File: src/rtl/range_pkg.sv
// Shared types and defaults for the range-finder session arbiter.
package range_pkg;

    typedef enum logic [1:0] {
        IDLE,
        START,
        STREAM,
        REPORT
    } range_arb_state_t;

    localparam int unsigned MAX_LEN_DEF = 255;

endpackage

File: src/rtl/range_arbiter_if.sv
// Requester, datapath and result bundle of the range arbiter.
interface range_arbiter_if #(
    parameter int WIDTH = 16,
    parameter int NREQ  = 4
);
    localparam int IW = (NREQ > 1) ? $clog2(NREQ) : 1;

    logic [NREQ-1:0]       req;
    logic [NREQ*WIDTH-1:0] req_data;
    logic [NREQ-1:0]       req_last;
    logic [NREQ-1:0]       grant;
    logic [WIDTH-1:0]      rf_data_in;
    logic                  rf_go;
    logic                  rf_finish;
    logic [WIDTH-1:0]      rf_range;
    logic                  rf_error;
    logic [WIDTH-1:0]      result;
    logic                  result_valid;
    logic [IW-1:0]         result_id;
    logic                  result_err;
    logic                  busy;

    modport master (
        input  req, req_data, req_last, rf_range, rf_error,
        output grant, rf_data_in, rf_go, rf_finish,
        output result, result_valid, result_id, result_err, busy
    );

    modport slave (
        output req, req_data, req_last, rf_range, rf_error,
        input  grant, rf_data_in, rf_go, rf_finish,
        input  result, result_valid, result_id, result_err, busy
    );

endinterface

File: src/rtl/rr_arbiter.sv
// Round-robin pick: first requester at or after rr_ptr, cyclic.
module rr_arbiter #(
    parameter int NREQ = 4,
    parameter int PW   = 2
) (
    input  logic [NREQ-1:0] req,
    input  logic [PW-1:0]   rr_ptr,
    output logic [NREQ-1:0] grant
);

    logic [2*NREQ-1:0] dbl;
    logic [2*NREQ-1:0] gdbl;
    logic [NREQ-1:0]   rot;
    logic [NREQ-1:0]   rot_g;

    // Rotate so rr_ptr sits at bit 0, take lowest set bit, rotate back.
    always_comb begin
        dbl   = {req, req} >> rr_ptr;
        rot   = dbl[NREQ-1:0];
        rot_g = rot & (~rot + 1'b1);
        gdbl  = {rot_g, rot_g} << rr_ptr;
        grant = gdbl[2*NREQ-1:NREQ];
    end

endmodule

File: src/rtl/range_arbiter.sv
// Shares one range-finder datapath among NREQ requesters, one session at a time.
module range_arbiter
    import range_pkg::*;
#(
    parameter int WIDTH   = 16,
    parameter int NREQ    = 4,
    parameter int MAX_LEN = MAX_LEN_DEF
) (
    input  logic            clock,
    input  logic            reset_n,
    range_arbiter_if.master bus
);

    localparam int IW = (NREQ > 1) ? $clog2(NREQ) : 1;
    localparam int CW = $clog2(MAX_LEN + 1);

    range_arb_state_t state_q, state_d;

    logic [NREQ-1:0]  grant_q, grant_d;
    logic [IW-1:0]    ptr_q, ptr_d;
    logic [CW-1:0]    cnt_q, cnt_d;
    logic             err_q, err_d;
    logic [WIDTH-1:0] result_q, result_d;
    logic [IW-1:0]    rid_q, rid_d;
    logic             rerr_q, rerr_d;

    logic [NREQ-1:0]  rr_grant;
    logic [IW-1:0]    own;
    logic [WIDTH-1:0] sel_data;
    logic             sel_req;
    logic             sel_last;

    logic             go;
    logic             fin;
    logic             rvalid;
    logic             abort;
    logic             tmo;
    logic [WIDTH-1:0] dout;

    rr_arbiter #(
        .NREQ (NREQ),
        .PW   (IW)
    ) u_rr (
        .req    (bus.req),
        .rr_ptr (ptr_q),
        .grant  (rr_grant)
    );

    always_comb begin
        own      = '0;
        sel_data = '0;
        sel_req  = 1'b0;
        sel_last = 1'b0;
        for (int i = 0; i < NREQ; i++) begin
            if (grant_q[i]) begin
                own      = IW'(i);
                sel_data = bus.req_data[i*WIDTH +: WIDTH];
                sel_req  = bus.req[i];
                sel_last = bus.req_last[i];
            end
        end
    end

    always_comb begin
        state_d  = state_q;
        grant_d  = grant_q;
        ptr_d    = ptr_q;
        cnt_d    = cnt_q;
        err_d    = err_q;
        result_d = result_q;
        rid_d    = rid_q;
        rerr_d   = rerr_q;
        go       = 1'b0;
        fin      = 1'b0;
        rvalid   = 1'b0;
        abort    = 1'b0;
        tmo      = 1'b0;
        dout     = '0;
        unique case (state_q)
            IDLE: begin
                if (|bus.req) begin
                    grant_d = rr_grant;
                    cnt_d   = CW'(1);
                    err_d   = 1'b0;
                    state_d = START;
                end
            end
            START: begin
                // req_last is deliberately ignored here.
                go      = 1'b1;
                dout    = sel_data;
                err_d   = bus.rf_error;
                cnt_d   = cnt_q + CW'(1);
                state_d = STREAM;
            end
            STREAM: begin
                dout  = sel_data;
                cnt_d = cnt_q + CW'(1);
                err_d = err_q | bus.rf_error;
                abort = ~sel_req;
                tmo   = (cnt_q == CW'(MAX_LEN));
                if (sel_last || abort || tmo) begin
                    fin      = 1'b1;
                    result_d = bus.rf_range;
                    rid_d    = own;
                    rerr_d   = abort | tmo | err_q | bus.rf_error;
                    state_d  = REPORT;
                end
            end
            REPORT: begin
                rvalid  = 1'b1;
                grant_d = '0;
                if (own == IW'(NREQ - 1)) ptr_d = '0;
                else ptr_d = own + IW'(1);
                state_d = IDLE;
            end
            default: state_d = IDLE;
        endcase
    end

    always_ff @(posedge clock or negedge reset_n) begin
        if (!reset_n) begin
            state_q  <= IDLE;
            grant_q  <= '0;
            ptr_q    <= '0;
            cnt_q    <= '0;
            err_q    <= 1'b0;
            result_q <= '0;
            rid_q    <= '0;
            rerr_q   <= 1'b0;
        end else begin
            state_q  <= state_d;
            grant_q  <= grant_d;
            ptr_q    <= ptr_d;
            cnt_q    <= cnt_d;
            err_q    <= err_d;
            result_q <= result_d;
            rid_q    <= rid_d;
            rerr_q   <= rerr_d;
        end
    end

    assign bus.grant        = grant_q;
    assign bus.rf_data_in   = dout;
    assign bus.rf_go        = go;
    assign bus.rf_finish    = fin;
    assign bus.result       = result_q;
    assign bus.result_valid = rvalid;
    assign bus.result_id    = rid_q;
    assign bus.result_err   = rerr_q;
    assign bus.busy         = (state_q != IDLE);

endmodule

File: src/flat_wrapper.sv
// flat-port wrapper written by rule: the top's interface ports become plain ports
module range_arbiter_flat import range_pkg::*;
#(
    parameter int WIDTH   = 16,
    parameter int NREQ    = 4,
    parameter int MAX_LEN = MAX_LEN_DEF
)
  (clock, reset_n, bus_req, bus_req_data, bus_req_last, bus_rf_range, bus_rf_error, bus_grant, bus_rf_data_in, bus_rf_go, bus_rf_finish, bus_result, bus_result_valid, bus_result_id, bus_result_err, bus_busy);
  range_arbiter_if #(.WIDTH(WIDTH), .NREQ(NREQ)) bus_i ();
  input  logic clock;
  input  logic reset_n;
  input wire logic [$bits(bus_i.req)-1:0] bus_req;
  input wire logic [$bits(bus_i.req_data)-1:0] bus_req_data;
  input wire logic [$bits(bus_i.req_last)-1:0] bus_req_last;
  input wire logic [$bits(bus_i.rf_range)-1:0] bus_rf_range;
  input wire logic [$bits(bus_i.rf_error)-1:0] bus_rf_error;
  output wire logic [$bits(bus_i.grant)-1:0] bus_grant;
  output wire logic [$bits(bus_i.rf_data_in)-1:0] bus_rf_data_in;
  output wire logic [$bits(bus_i.rf_go)-1:0] bus_rf_go;
  output wire logic [$bits(bus_i.rf_finish)-1:0] bus_rf_finish;
  output wire logic [$bits(bus_i.result)-1:0] bus_result;
  output wire logic [$bits(bus_i.result_valid)-1:0] bus_result_valid;
  output wire logic [$bits(bus_i.result_id)-1:0] bus_result_id;
  output wire logic [$bits(bus_i.result_err)-1:0] bus_result_err;
  output wire logic [$bits(bus_i.busy)-1:0] bus_busy;
  assign bus_i.req = bus_req;
  assign bus_i.req_data = bus_req_data;
  assign bus_i.req_last = bus_req_last;
  assign bus_i.rf_range = bus_rf_range;
  assign bus_i.rf_error = bus_rf_error;
  assign bus_grant = bus_i.grant;
  assign bus_rf_data_in = bus_i.rf_data_in;
  assign bus_rf_go = bus_i.rf_go;
  assign bus_rf_finish = bus_i.rf_finish;
  assign bus_result = bus_i.result;
  assign bus_result_valid = bus_i.result_valid;
  assign bus_result_id = bus_i.result_id;
  assign bus_result_err = bus_i.result_err;
  assign bus_busy = bus_i.busy;
  range_arbiter #(.WIDTH(WIDTH), .NREQ(NREQ), .MAX_LEN(MAX_LEN)) u_core (.clock(clock), .reset_n(reset_n), .bus(bus_i));
endmodule
File: config.mk
export PLATFORM = sky130hd
export DESIGN_NAME = range_arbiter_flat
export DESIGN_NICKNAME = d
export VERILOG_FILES = /design/src/rtl/range_pkg.sv /design/src/rtl/range_arbiter_if.sv /design/src/rtl/rr_arbiter.sv /design/src/rtl/range_arbiter.sv /design/src/flat_wrapper.sv
export SDC_FILE = /design/constraint.sdc
export NUM_CORES = 1
export LEC_CHECK = 0
export ABC_AREA = 1
export ABC_CLOCK_PERIOD_IN_PS = 1900
export CAP_MARGIN = 20
export CORE_MARGIN = 5
export CORE_UTILIZATION = 40
export CTS_CLUSTER_SIZE = 14
export DETAILED_ROUTE_END_ITERATION = 7
export PLACE_DENSITY_LB_ADDON = 0.08
export SETUP_SLACK_MARGIN = 0.1
export SLEW_MARGIN = 20
export SYNTH_ARGS = -nofsm -noshare
export SYNTH_HDL_FRONTEND = slang
export SYNTH_HIERARCHICAL = 1
export SYNTH_SLANG_ARGS = --single-unit
File: constraint.sdc
create_clock -name clock -period 1.9 [get_ports clock]
set_clock_uncertainty 0.05 [all_clocks]
set_input_delay 0.19 -clock clock [delete_from_list [all_inputs] [get_ports clock]]
set_output_delay 0.19 -clock clock [all_outputs]
set_load 0.03 [all_outputs]
==> results.json <==
{
  "clkTransAtPathRegs_ns": 0.08,
  "violations": "setup timing",
  "nets": 613,
  "regToRegStartpoint": "u_core/bus.grant[3]",
  "hold_viol_final": 0,
  "max-vdd-ir-drop_v": 0.001597,
  "layout_min_cycle_time_ns": 1.948,
  "filler_cell_count": 367,
  "synth_seq_cells": 36,
  "final_max_slew_viol_count": 0,
  "coreArea_sq_um": 5991,
  "start_util": 0.4181,
  "status": "finished, violations left",
  "layout_common_cells": "nand2_1, clkdlybuf4s50_1, nand3_1",
  "yosysWarnings": 6,
  "synth.distinct_cells": 30,
  "detail-route-antenna-nets": 0,
  "clk_latency_ns": 0.29,
  "cp.buffers_inverters": 3,
  "critPathMaxFanout": 5,
  "cp_data_arrival_time_ns": 1.71,
  "seq_area_sq_um": 905.9,
  "placementRows": 28,
  "syn_avg_cell_area_sq_um": 7.157,
  "ios": 134,
  "cts_inserted_buffers": 5,
  "via_per_inst": 5.400,
  "cts_tree": "yes",
  "path_common_cell": "nor2_4",
  "slowest_delay_ns": 0.47,
  "wl_per_cell_um": 17.04,
  "antenna_found_initial": 0,
  "syn_inst": 350,
  "vias": 3197,
  "die_x_um": 89.14,
  "dieHeight_um": 89.14,
  "critPathKind": "reg2out",
  "crit_required_ns": 1.66,
  "whs_ns": 0.3155,
  "overflow": 0,
  "tightest_slew_ns": 0.4801,
  "clock_path_buffers": 2,
  "synth.area.top_cells": "dfrtp_1, nand2_1, nand3_1, o221ai_1, a31oi_1",
  "area_growth_pct": 93.61,
  "crit_slowest_cell": "dfrtp_2",
  "hp-class": "in2async",
  "end_kind": "output pin",
  "drc": 0,
  "portBuffers": 133,
  "powerDensity_nw_per_um2": 1803,
  "max-slew-margin-rel": 0.6765,
  "ys_seq_area_frac": 0.3596,
  "synth_top_cell_by_area": "dfrtp_1",
  "max_cap_violations": 0,
  "die_area_sq_um": 7945,
  "finalCritPeriodShare": 1.025,
  "grtUsageTotal": 0.2408,
  "rr_endpoint": "u_core/bus.result[0]",
  "setup_viol_count_final": 1,
  "r2r_slack_ns": 0.08,
  "r2r_cells": 13,
  "firstDrtPassIters": 5,
  "syn_area_sq_um": 2505,
  "grt_pass1_wl_um": 14920,
  "antenna_cells": 0,
  "grt_start_max_net_pins": 20,
  "syn_nets": 447,
  "start_kind": "register",
  "hpwlAfterDp_um": 7061,
  "rsz0062_at_grt": "true",
  "grt_pass1_vias": 3092,
  "final_common_cell": "nand2_1",
  "multi_input_area_sq_um": 1868,
  "path_delay_family": "simple AND/OR/NAND/NOR gates",
  "timing.final.ws_setup_ns": -0.04832,
  "netlist.area_leader.share": 0.3596,
  "crit_chain": "buf_6, nor2_4, nor3b_4, nor2_4, nand2_2, nand2_4, clkinv_8, buf_8",
  "place.gp.congestion": 0.9035,
  "drt-initial-drc-count": 181,
  "h-tree-depth": 2,
  "clockRootBuffer": "clkbuf_8",
  "final_cells": 592,
  "final_layout_size_suffix_gt1_frac": 0.2998,
  "fmax_mhz": 513.3,
  "dp.cells": 557,
  "cellLeakagePower_uw": 0.002089,
  "cts_sinks": 36,
  "drt_wl_total_um": 10090
}
==> cell families after synthesis <==
family / Yosys count / synth area share
AND/OR/NAND/NOR: 204 / 0.3696
AO/OA/AOI/OAI: 57 / 0.1463
buffers and inverters: 45 / 0.08741
flip-flops: 36 / 0.3596
adder cells (fa/ha/maj): 6 / 0.02997
XOR/XNOR: 2 / 0.006994
==> worst max path at each step <==
| stage | cells after the start | slack (ns) | start | end |
|---|---|---|---|---|
| detailed placement | 11 | 0.07 | bus_req[3] | bus_rf_finish |
| CTS | 8 | -0.01 | u_core/cnt_q[1] | bus_rf_finish |
| finish | 8 | -0.05 | u_core/bus.grant[3] | bus_rf_finish |
| global placement | 11 | 0.09 | bus_req[3] | bus_rf_finish |
| global route | 8 | -0.11 | u_core/bus.grant[3] | bus_rf_finish |
| floorplan | 5 | 0.06 | u_core/state_q[0] | bus_rf_data_in[0] |
==> area by class of cell <==
| class | count | share of cell area |
|---|---|---|
| multi-input combinational | 269 | 0.3852 |
| timing repair buffer | 177 | 0.3664 |
| sequential | 36 | 0.1868 |
| inverter | 27 | 0.02554 |
| tap | 75 | 0.01935 |
| clock buffer | 7 | 0.01574 |
| clock inverter | 1 | 0.001032 |
==> repair_timing <==
action | 4_1_cts | 5_1_grt
hold buffers | 1 | 0
endpoints found under the hold margin | 17 | 0
buffers inserted | 9 | 14
pin swaps | 2 | 12
endpoints found under the setup margin | 21 | 32
cloned | 2 | 1
resized for setup | 62 | 54
==> registers in the layout (all words and copies together), names as in the netlist <==
name and count:
u_core/bus.grant 4, u_core/ptr_q 2, u_core/bus.result 16, u_core/bus.result_id 2, u_core/state_q 2, u_core/cnt_q 8
u_core/err_q 1, u_core/bus.result_err 1
==> where the power goes <==
| group | internal, uW | switching [uW] | leakage [uW] |
|---|---|---|---|
| sequential | 1100 | 302 | 0.000450 |
| clock | 257 | 267 | 0.0000422 |
| combinational | 3030 | 3790 | 0.00160 |
| total | 4380 | 4360 | 0.00209 |
==> synth_stat cells <==
| library cell | instances |
|---|---|
| nand3_1 | 45 |
| xor2_1 | 2 |
| nor2_1 | 3 |
| inv_1 | 20 |
| buf_6 | 3 |
| or2_2 | 3 |
| clkbuf_1 | 7 |
| ha_1 | 6 |
| o221ai_1 | 16 |
| nand2_4 | 2 |
| nor3b_2 | 1 |
| nor2_4 | 1 |
| inv_6 | 1 |
| nand3_2 | 5 |
| nand2_2 | 5 |
| clkinv_1 | 1 |
| a21oi_1 | 4 |
| inv_2 | 4 |
| o21ai_0 | 15 |
| buf_4 | 4 |
| nand4_1 | 4 |
| o21ai_1 | 5 |
| nor2_2 | 1 |
| nor3_1 | 4 |
| nand3b_1 | 1 |
| inv_4 | 1 |
| dfrtp_1 | 36 |
| buf_2 | 4 |
| a31oi_1 | 17 |
| nand2_1 | 129 |
==> metrics by stage <==
step                setup slack (ns)  instance area (sq um)  total power, uW    util  setup TNS (ns)
floorplan                    0.06135                   2686             4841       -               0
global placement             0.08798                   4080             6465  0.6811               0
detailed placement           0.06635                   4080             6541  0.6811               0
CTS                         -0.01387                   4556             8073  0.7604        -0.01387
global route                 -0.1076                   4850             9302  0.8095         -0.4135
finish                      -0.04832                   4850             8743  0.8095        -0.04832
==> routing by layer <==
metal / wire length [um] / vias up / GRT usage / share of wire
met4: 293 / 0 / 0.05277 / 0.029
li1: - / 1529 / - / -
met1: 3750 / 1515 / 0.2760 / 0.37
met5: 0 / - / 0 / 0
met2: 5272 / 128 / 0.4401 / 0.52
met3: 771 / 25 / 0.07189 / 0.076
No activity file was read; power rests on OpenSTA's default activity.
